## config.mk

```make
export PLATFORM = sky130hd
export DESIGN_NAME = risc_imem_loader_flat
export DESIGN_NICKNAME = d
export VERILOG_FILES = /design/src/rtl/risc_imem_loader_if.sv /design/src/rtl/risc_imem_loader.sv /design/src/flat_wrapper.sv
export SDC_FILE = /design/constraint.sdc
export NUM_CORES = 1
export LEC_CHECK = 0
export BUFFER_PORTS_ARGS = -buffer_cell sky130_fd_sc_hd__buf_2
export CAP_MARGIN = 30
export CORE_MARGIN = 2
export CORE_UTILIZATION = 55
export DETAILED_ROUTE_END_ITERATION = 8
export PLACE_DENSITY = 0.7
export SYNTH_ARGS = -nofsm -noshare
export SYNTH_HDL_FRONTEND = slang
export SYNTH_SLANG_ARGS = --single-unit
```

## constraint.sdc

```tcl
create_clock -name clk -period 6 [get_ports clk]
set_input_delay 1.8 -clock clk [delete_from_list [all_inputs] [get_ports clk]]
set_output_delay 1.8 -clock clk [all_outputs]
set_load 0.02 [all_outputs]
```

## src/rtl/risc_imem_loader_if.sv

```systemverilog
// rtl/risc_imem_loader_if.sv - load-stream and fetch-side signal bundle for risc_imem_loader
//
// Purpose: groups the byte-load handshake and the CPU fetch/status signals.
// Ports (signals):
//   ld_start, ld_vld, ld_data[7:0], ld_end : load stream, driven by the master
//   ld_rdy                                  : loader accepts bytes
//   pc[AW-1:0]                              : CPU program counter
//   instruction[12:0]                       : fetched instruction word
//   cpu_rst_n, load_done                    : CPU reset release / load complete
//   word_cnt[AW:0], ld_err                  : load progress and sticky format error
//   master modport = program source + CPU side, slave modport = loader.
interface risc_imem_loader_if #(
  parameter int AW = 5
);
  logic          ld_start;
  logic          ld_vld;
  logic [7:0]    ld_data;
  logic          ld_end;
  logic          ld_rdy;
  logic [AW-1:0] pc;
  logic [12:0]   instruction;
  logic          cpu_rst_n;
  logic          load_done;
  logic [AW:0]   word_cnt;
  logic          ld_err;

  modport master (
    output ld_start, ld_vld, ld_data, ld_end, pc,
    input  ld_rdy, instruction, cpu_rst_n, load_done, word_cnt, ld_err
  );

  modport slave (
    input  ld_start, ld_vld, ld_data, ld_end, pc,
    output ld_rdy, instruction, cpu_rst_n, load_done, word_cnt, ld_err
  );
endinterface

```

## src/rtl/risc_imem_loader.sv

```systemverilog
// rtl/risc_imem_loader.sv - byte-stream program loader and instruction store for the RISC CPU
//
// Purpose: DEPTH x 13-bit instruction memory. A program arrives as bytes
// (low byte first) over the load stream; the CPU is held in reset while the
// store is cleared and loaded, then released and served mem[pc].
// Ports:
//   clk    : system clock, rising edge
//   rst_n  : synchronous active-low reset
//   bus    : risc_imem_loader_if.slave (load stream in, fetch/status out)
module risc_imem_loader #(
  parameter int DEPTH = 32,
  parameter int AW    = 5
) (
  input  logic                  clk,
  input  logic                  rst_n,
  risc_imem_loader_if.slave     bus
);

  typedef enum logic [2:0] {
    IDLE,
    CLEAR,
    LO,
    HI,
    RUN
  } state_t;

  localparam logic [AW-1:0] LAST = AW'(DEPTH - 1);

  state_t        state;
  logic [AW-1:0] waddr;
  logic [7:0]    lo_byte;
  logic [AW:0]   word_cnt;
  logic          ld_err;
  logic          ld_rdy;
  logic          cpu_rst_n;
  logic          load_done;

  logic [12:0]   mem [DEPTH];
  logic          mem_we;
  logic [12:0]   mem_wdata;

  // Memory has no reset; it is written while clearing and on each completed
  // word. An abort (ld_start) in HI must not commit the pending word.
  always_comb begin
    mem_we    = 1'b0;
    mem_wdata = 13'h0;
    if (rst_n) begin
      if (state == CLEAR) begin
        mem_we = 1'b1;
      end else if (state == HI && !bus.ld_start && bus.ld_vld) begin
        mem_we    = 1'b1;
        mem_wdata = {bus.ld_data[4:0], lo_byte};
      end
    end
  end

  always_ff @(posedge clk) begin
    if (mem_we) begin
      mem[waddr] <= mem_wdata;
    end
  end

  always_ff @(posedge clk) begin
    if (!rst_n) begin
      state     <= IDLE;
      waddr     <= '0;
      lo_byte   <= 8'h0;
      word_cnt  <= '0;
      ld_err    <= 1'b0;
      ld_rdy    <= 1'b0;
      cpu_rst_n <= 1'b0;
      load_done <= 1'b0;
    end else begin
      case (state)
        IDLE: begin
          if (bus.ld_start) begin
            state <= CLEAR;
            waddr <= '0;
          end
        end

        CLEAR: begin
          if (waddr == LAST) begin
            waddr  <= '0;
            state  <= LO;
            ld_rdy <= 1'b1;
          end else begin
            waddr <= waddr + AW'(1);
          end
        end

        LO, HI: begin
          if (bus.ld_start) begin
            // Abort: restart from a cleared store.
            state    <= CLEAR;
            waddr    <= '0;
            word_cnt <= '0;
            ld_err   <= 1'b0;
            ld_rdy   <= 1'b0;
          end else if (state == LO) begin
            if (bus.ld_end) begin
              state     <= RUN;
              ld_rdy    <= 1'b0;
              cpu_rst_n <= 1'b1;
              load_done <= 1'b1;
            end else if (bus.ld_vld) begin
              lo_byte <= bus.ld_data;
              state   <= HI;
            end
          end else begin
            if (bus.ld_vld) begin
              waddr    <= waddr + AW'(1);
              word_cnt <= word_cnt + (AW+1)'(1);
              if (bus.ld_data[7:5] != 3'b000) begin
                ld_err <= 1'b1;
              end
              // Storing the last word auto-starts the CPU.
              if (waddr == LAST || bus.ld_end) begin
                state     <= RUN;
                ld_rdy    <= 1'b0;
                cpu_rst_n <= 1'b1;
                load_done <= 1'b1;
              end else begin
                state <= LO;
              end
            end else if (bus.ld_end) begin
              // Half word is dropped.
              state     <= RUN;
              ld_rdy    <= 1'b0;
              cpu_rst_n <= 1'b1;
              load_done <= 1'b1;
            end
          end
        end

        RUN: begin
          if (bus.ld_start) begin
            state     <= CLEAR;
            waddr     <= '0;
            word_cnt  <= '0;
            ld_err    <= 1'b0;
            cpu_rst_n <= 1'b0;
            load_done <= 1'b0;
          end
        end

        default: begin
          state <= IDLE;
        end
      endcase
    end
  end

  // Fetch is only exposed once the program is complete.
  assign bus.instruction = (state == RUN && ({1'b0, bus.pc} < (AW+1)'(DEPTH)))
                           ? mem[bus.pc] : 13'h0;
  assign bus.ld_rdy      = ld_rdy;
  assign bus.cpu_rst_n   = cpu_rst_n;
  assign bus.load_done   = load_done;
  assign bus.word_cnt    = word_cnt;
  assign bus.ld_err      = ld_err;

endmodule

```

## src/flat_wrapper.sv

```systemverilog
// flat-port wrapper written by rule: the top's interface ports become plain ports
module risc_imem_loader_flat 
#(
  parameter int DEPTH = 32,
  parameter int AW    = 5
)
  (clk, rst_n, bus_ld_start, bus_ld_vld, bus_ld_data, bus_ld_end, bus_pc, bus_ld_rdy, bus_instruction, bus_cpu_rst_n, bus_load_done, bus_word_cnt, bus_ld_err);
  risc_imem_loader_if #(.AW(AW)) bus_i ();
  input  logic clk;
  input  logic rst_n;
  input wire logic [$bits(bus_i.ld_start)-1:0] bus_ld_start;
  input wire logic [$bits(bus_i.ld_vld)-1:0] bus_ld_vld;
  input wire logic [$bits(bus_i.ld_data)-1:0] bus_ld_data;
  input wire logic [$bits(bus_i.ld_end)-1:0] bus_ld_end;
  input wire logic [$bits(bus_i.pc)-1:0] bus_pc;
  output wire logic [$bits(bus_i.ld_rdy)-1:0] bus_ld_rdy;
  output wire logic [$bits(bus_i.instruction)-1:0] bus_instruction;
  output wire logic [$bits(bus_i.cpu_rst_n)-1:0] bus_cpu_rst_n;
  output wire logic [$bits(bus_i.load_done)-1:0] bus_load_done;
  output wire logic [$bits(bus_i.word_cnt)-1:0] bus_word_cnt;
  output wire logic [$bits(bus_i.ld_err)-1:0] bus_ld_err;
  assign bus_i.ld_start = bus_ld_start;
  assign bus_i.ld_vld = bus_ld_vld;
  assign bus_i.ld_data = bus_ld_data;
  assign bus_i.ld_end = bus_ld_end;
  assign bus_i.pc = bus_pc;
  assign bus_ld_rdy = bus_i.ld_rdy;
  assign bus_instruction = bus_i.instruction;
  assign bus_cpu_rst_n = bus_i.cpu_rst_n;
  assign bus_load_done = bus_i.load_done;
  assign bus_word_cnt = bus_i.word_cnt;
  assign bus_ld_err = bus_i.ld_err;
  risc_imem_loader #(.DEPTH(DEPTH), .AW(AW)) u_core (.clk(clk), .rst_n(rst_n), .bus(bus_i));
endmodule
```

==> results by group <==
Setup path
  – Depth of the worst register-to-register path: 4
  – Worst r2r src: u_core.state[0]
  – Cell mode on critical path: buf_2
  – CP max stage delay: approximately 500 ps
  – Startpoint types: primary input
  – Worst R2R End: u_core.mem[22][12]
  – CP max FO: 18
  – Cell family with most CP delay: multiplexers
  – Crit-path cells: buf_2 -> buf_12 -> mux4_2 -> mux2i_1 -> a221o_1 -> a31oi_1 -> buf_2
  – Critical path type: primary input to output pin
  – Critical-path top delay cell: mux4_2
  – R2R Setup Slk: between 3000 and 4000 ps
  – Worst Setup End Kind: output pin
  – Crit path DAT: roughly 3900 ps
  – WP buf/inv: 3
  – Worst path required time: 4200 ps

Power
  – Comb pwr share: 2.6%
  – Sequential power share: between 50% and 60%
  – Net switching power: 1.229 mW
  – VDD IR-drop max: around 0.25 mV
  – Internal cell power: just under 5 mW
  – Clock network power share: 43.6%
  – Net Sw Frac: 19.87%
  – PwrDens: roughly 310 nW/um^2
  – Leakage: 7.648 nW

Synthesis
  – Synth top area cells: edfxtp_1, mux4_2, mux2i_1
  – Adder-cell share of the synthesized area: 0.4280%
  – Distinct cells, synth: 50
  – Post-Synth Simple-Gate Area: 3.773%
  – Cell taking the most area after synthesis: edfxtp_1
  – Top_reg_cell synth: edfxtp_1
  – Yosys warns: 0
  – Syn Area/Cell: 19.55 sq um
  – Post-synthesis compound-gate area fraction: between 4 and 5%
  – Seq/Total Area, Yosys: 74.19%
  – Cells after Synth: 897
  – Synth Register Bits: roughly 440
  – Largest family of logic cells by synthesized area: multiplexers
  – Synth top area share: 71.22%
  – Top cells by count, synth: edfxtp_1, mux4_2, mux2i_1
  – Multiplexer share of the synthesized area: 15.24%
  – Synthesized net count: 921
  – Number of synthesized flops with an enable pin: 416
  – FFs w/ async S/R, synth: 0%
  – Post-synthesis xor/xnor area fraction: 0.04993%
  – Most frequent cell after synthesis: edfxtp_1
  – Post-synthesis cell area: 17540 sq um

Clocking
  – H-tree depth: 2
  – Hold Buf Count CTS: 0
  – Clock Sinks: 442
  – CTS tree: done
  – Setup bufs post-CTS: 0
  – Clock transition at path regs: approximately 60 ps
  – CTS root buf: clkbuf_16
  – Clock Path Buffers: 3
  – Total CTS buffers: 45
  – Worst skew pair latency: around 550 ps
  – CTS-repair resized insts: 0

Floorplanning
  – Full die area: 33340 sq um
  – Ports: roughly 40
  – Die Width: 182.6 um
  – Core Box Area: 31470 sq um
  – Initial core utilization: around 56%
  – Die H: 182.6 um
  – FP Rows: 65

Layout
  – Layout cells sized above 1: 25.70%
  – NumNets Final: 1020
  – Area grow syn2layout: 14.07%
  – Core Util, Final: between 60 and 70%
  – N_diodes: 0

Route
  – First drt pass iteration count: 5
  – DR iter-0 viols: 1055
  – DRT Wirelength: 38580 um
  – Via count: 9108
  – DRC violations left: 0
  – Vias per cell: 6.356
  – Antenna Nets Post-Route: 0
  – Wire length per cell: 26.92 um

STA
  – Max frequency: 175.8 MHz
  – Tcrit/Tclk final: 94.83%
  – Hold Vio Cnt, Final: 0
  – Post-route setup TNS: 0 ps
  – Tightest Pin Transition: 988.5 ps
  – Crit path time final: 5690 ps
  – Max Slew Vio Count: 0
  – Post-Route Skew: approximately 20 ps
  – RSZ-0062 raised after global routing: false
  – Headroom to the max-slew limit: 34.03%
  – Worst hold slack: approximately 450 ps
  – # setup viols final: 0

Global routing
  – Largest net degree at the start of global routing: 42
  – Congestion Overflow GR: 0
  – Tot GR Track Use: 23.52%
  – Initial antenna violation count: 0
  – First-pass GRT wire length: 57260 um
  – Vias in the first global route: 9027

Worst hold path
  – Hold EP: u_core.bus.cpu_rst_n
  – Number of cells on the worst hold path: 2
  – Worst hold-check path type: register to register
  – Min-delay src: u_core.bus.cpu_rst_n

Placement
  – Final HPWL DP: 23890 um
  – Port bufs: 40
  – RD Place Congestion: between 0.8 and 0.9

Run
  – Max-cap viol count: 0

Run status
  – Status: finished, final reports clean
## cell type report
class | count | area [sq um]
Tap cell | 402 | 503.0
Fill cell | 2080 | 11460
Sequential cell | 442 | 13010
Inverter | 10 | 37.54
Clock inverter | 21 | 158.9
Multi-Input combinational cell | 397 | 4215
Clock buffer | 61 | 1269
Timing Repair Buffer | 100 | 813.3
## per-layer routing
layer | vias up | wire length (um) | global-route usage (%)
met1 | 4699 | 15620 | 32.52
met3 | 80 | 2836 | 3.732
met5 | - | 0 | 0
met2 | 433 | 18720 | 38.13
met4 | 0 | 1407 | 9.387
li1 | 3896 | - | -
## worst max path at each step
stage                   start                 end  slack, ps  cells past startpoint
floorplan           bus_pc[1]  bus_instruction[0]        980                      8
global placement    bus_pc[1]  bus_instruction[2]        290                      6
detailed placement  bus_pc[1]  bus_instruction[2]        280                      6
CTS                 bus_pc[1]  bus_instruction[2]        260                      6
global route        bus_pc[1]  bus_instruction[2]        210                      6
finish              bus_pc[0]  bus_instruction[0]        310                      7
## through the flow
step           setup slack (ps)  area, sq um  power (mW)  instances
3_3_place_gp              286.1        18420       3.555       1341
5_1_grt                   214.8        20010       6.347       1433
4_1_cts                   256.1        20000       6.224       1432
6_report                  310.5        20010       6.187       1433
2_1_floorplan             982.9        17540       3.508        897
3_5_place_dp              276.8        18570       3.558       1350
## kinds of logic after synthesis
group           count (synthesis)
compound gates                110
xor+xnor                        1
fa+ha+maj                       6
buf+inv                        58
flops                         442
mux                           151
simple gates                  129
## layout by cell type (no fill, tap or decap), types with 13 or more instances in the layout
master     count
nor2_1        30
a21oi_1       19
dfxtp_1       26
and2_1        14
nor2_2        13
a31oi_1       13
buf_2         39
mux4_2        85
edfxtp_1     416
buf_4         46
o21ai_0       21
mux2i_1       60
a221o_1       15
nand2_1       25
a22oi_1       13
clkbuf_16     47
## state kept, by name, indices dropped and copies added (netlist names)
| name | count |
|---|---|
| u_core.mem | 416 |
| u_core.lo_byte | 8 |
| u_core.bus.word_cnt | 6 |
| u_core.waddr | 5 |
| u_core.state | 3 |
| u_core.bus.cpu_rst_n | 1 |
| u_core.bus.ld_err | 1 |
| u_core.bus.ld_rdy | 1 |
| u_core.bus.load_done | 1 |
## power by group through the flow
stage | logic (mW) | registers, mW | clock network (mW)
global route | 0.173 | 3.33 | 2.85
detailed placement | 0.163 | 3.40 | 0
floorplan | 0.114 | 3.39 | 0
finish | 0.161 | 3.33 | 2.70
global placement | 0.159 | 3.40 | 0
CTS | 0.163 | 3.33 | 2.73
## worst min-delay path, stage by stage (launching register included)
cell	delay [ps]
dfxtp_1	310
inv_1	50
a21oi_1	50
Note: power is estimated with default switching activity, not from simulation.
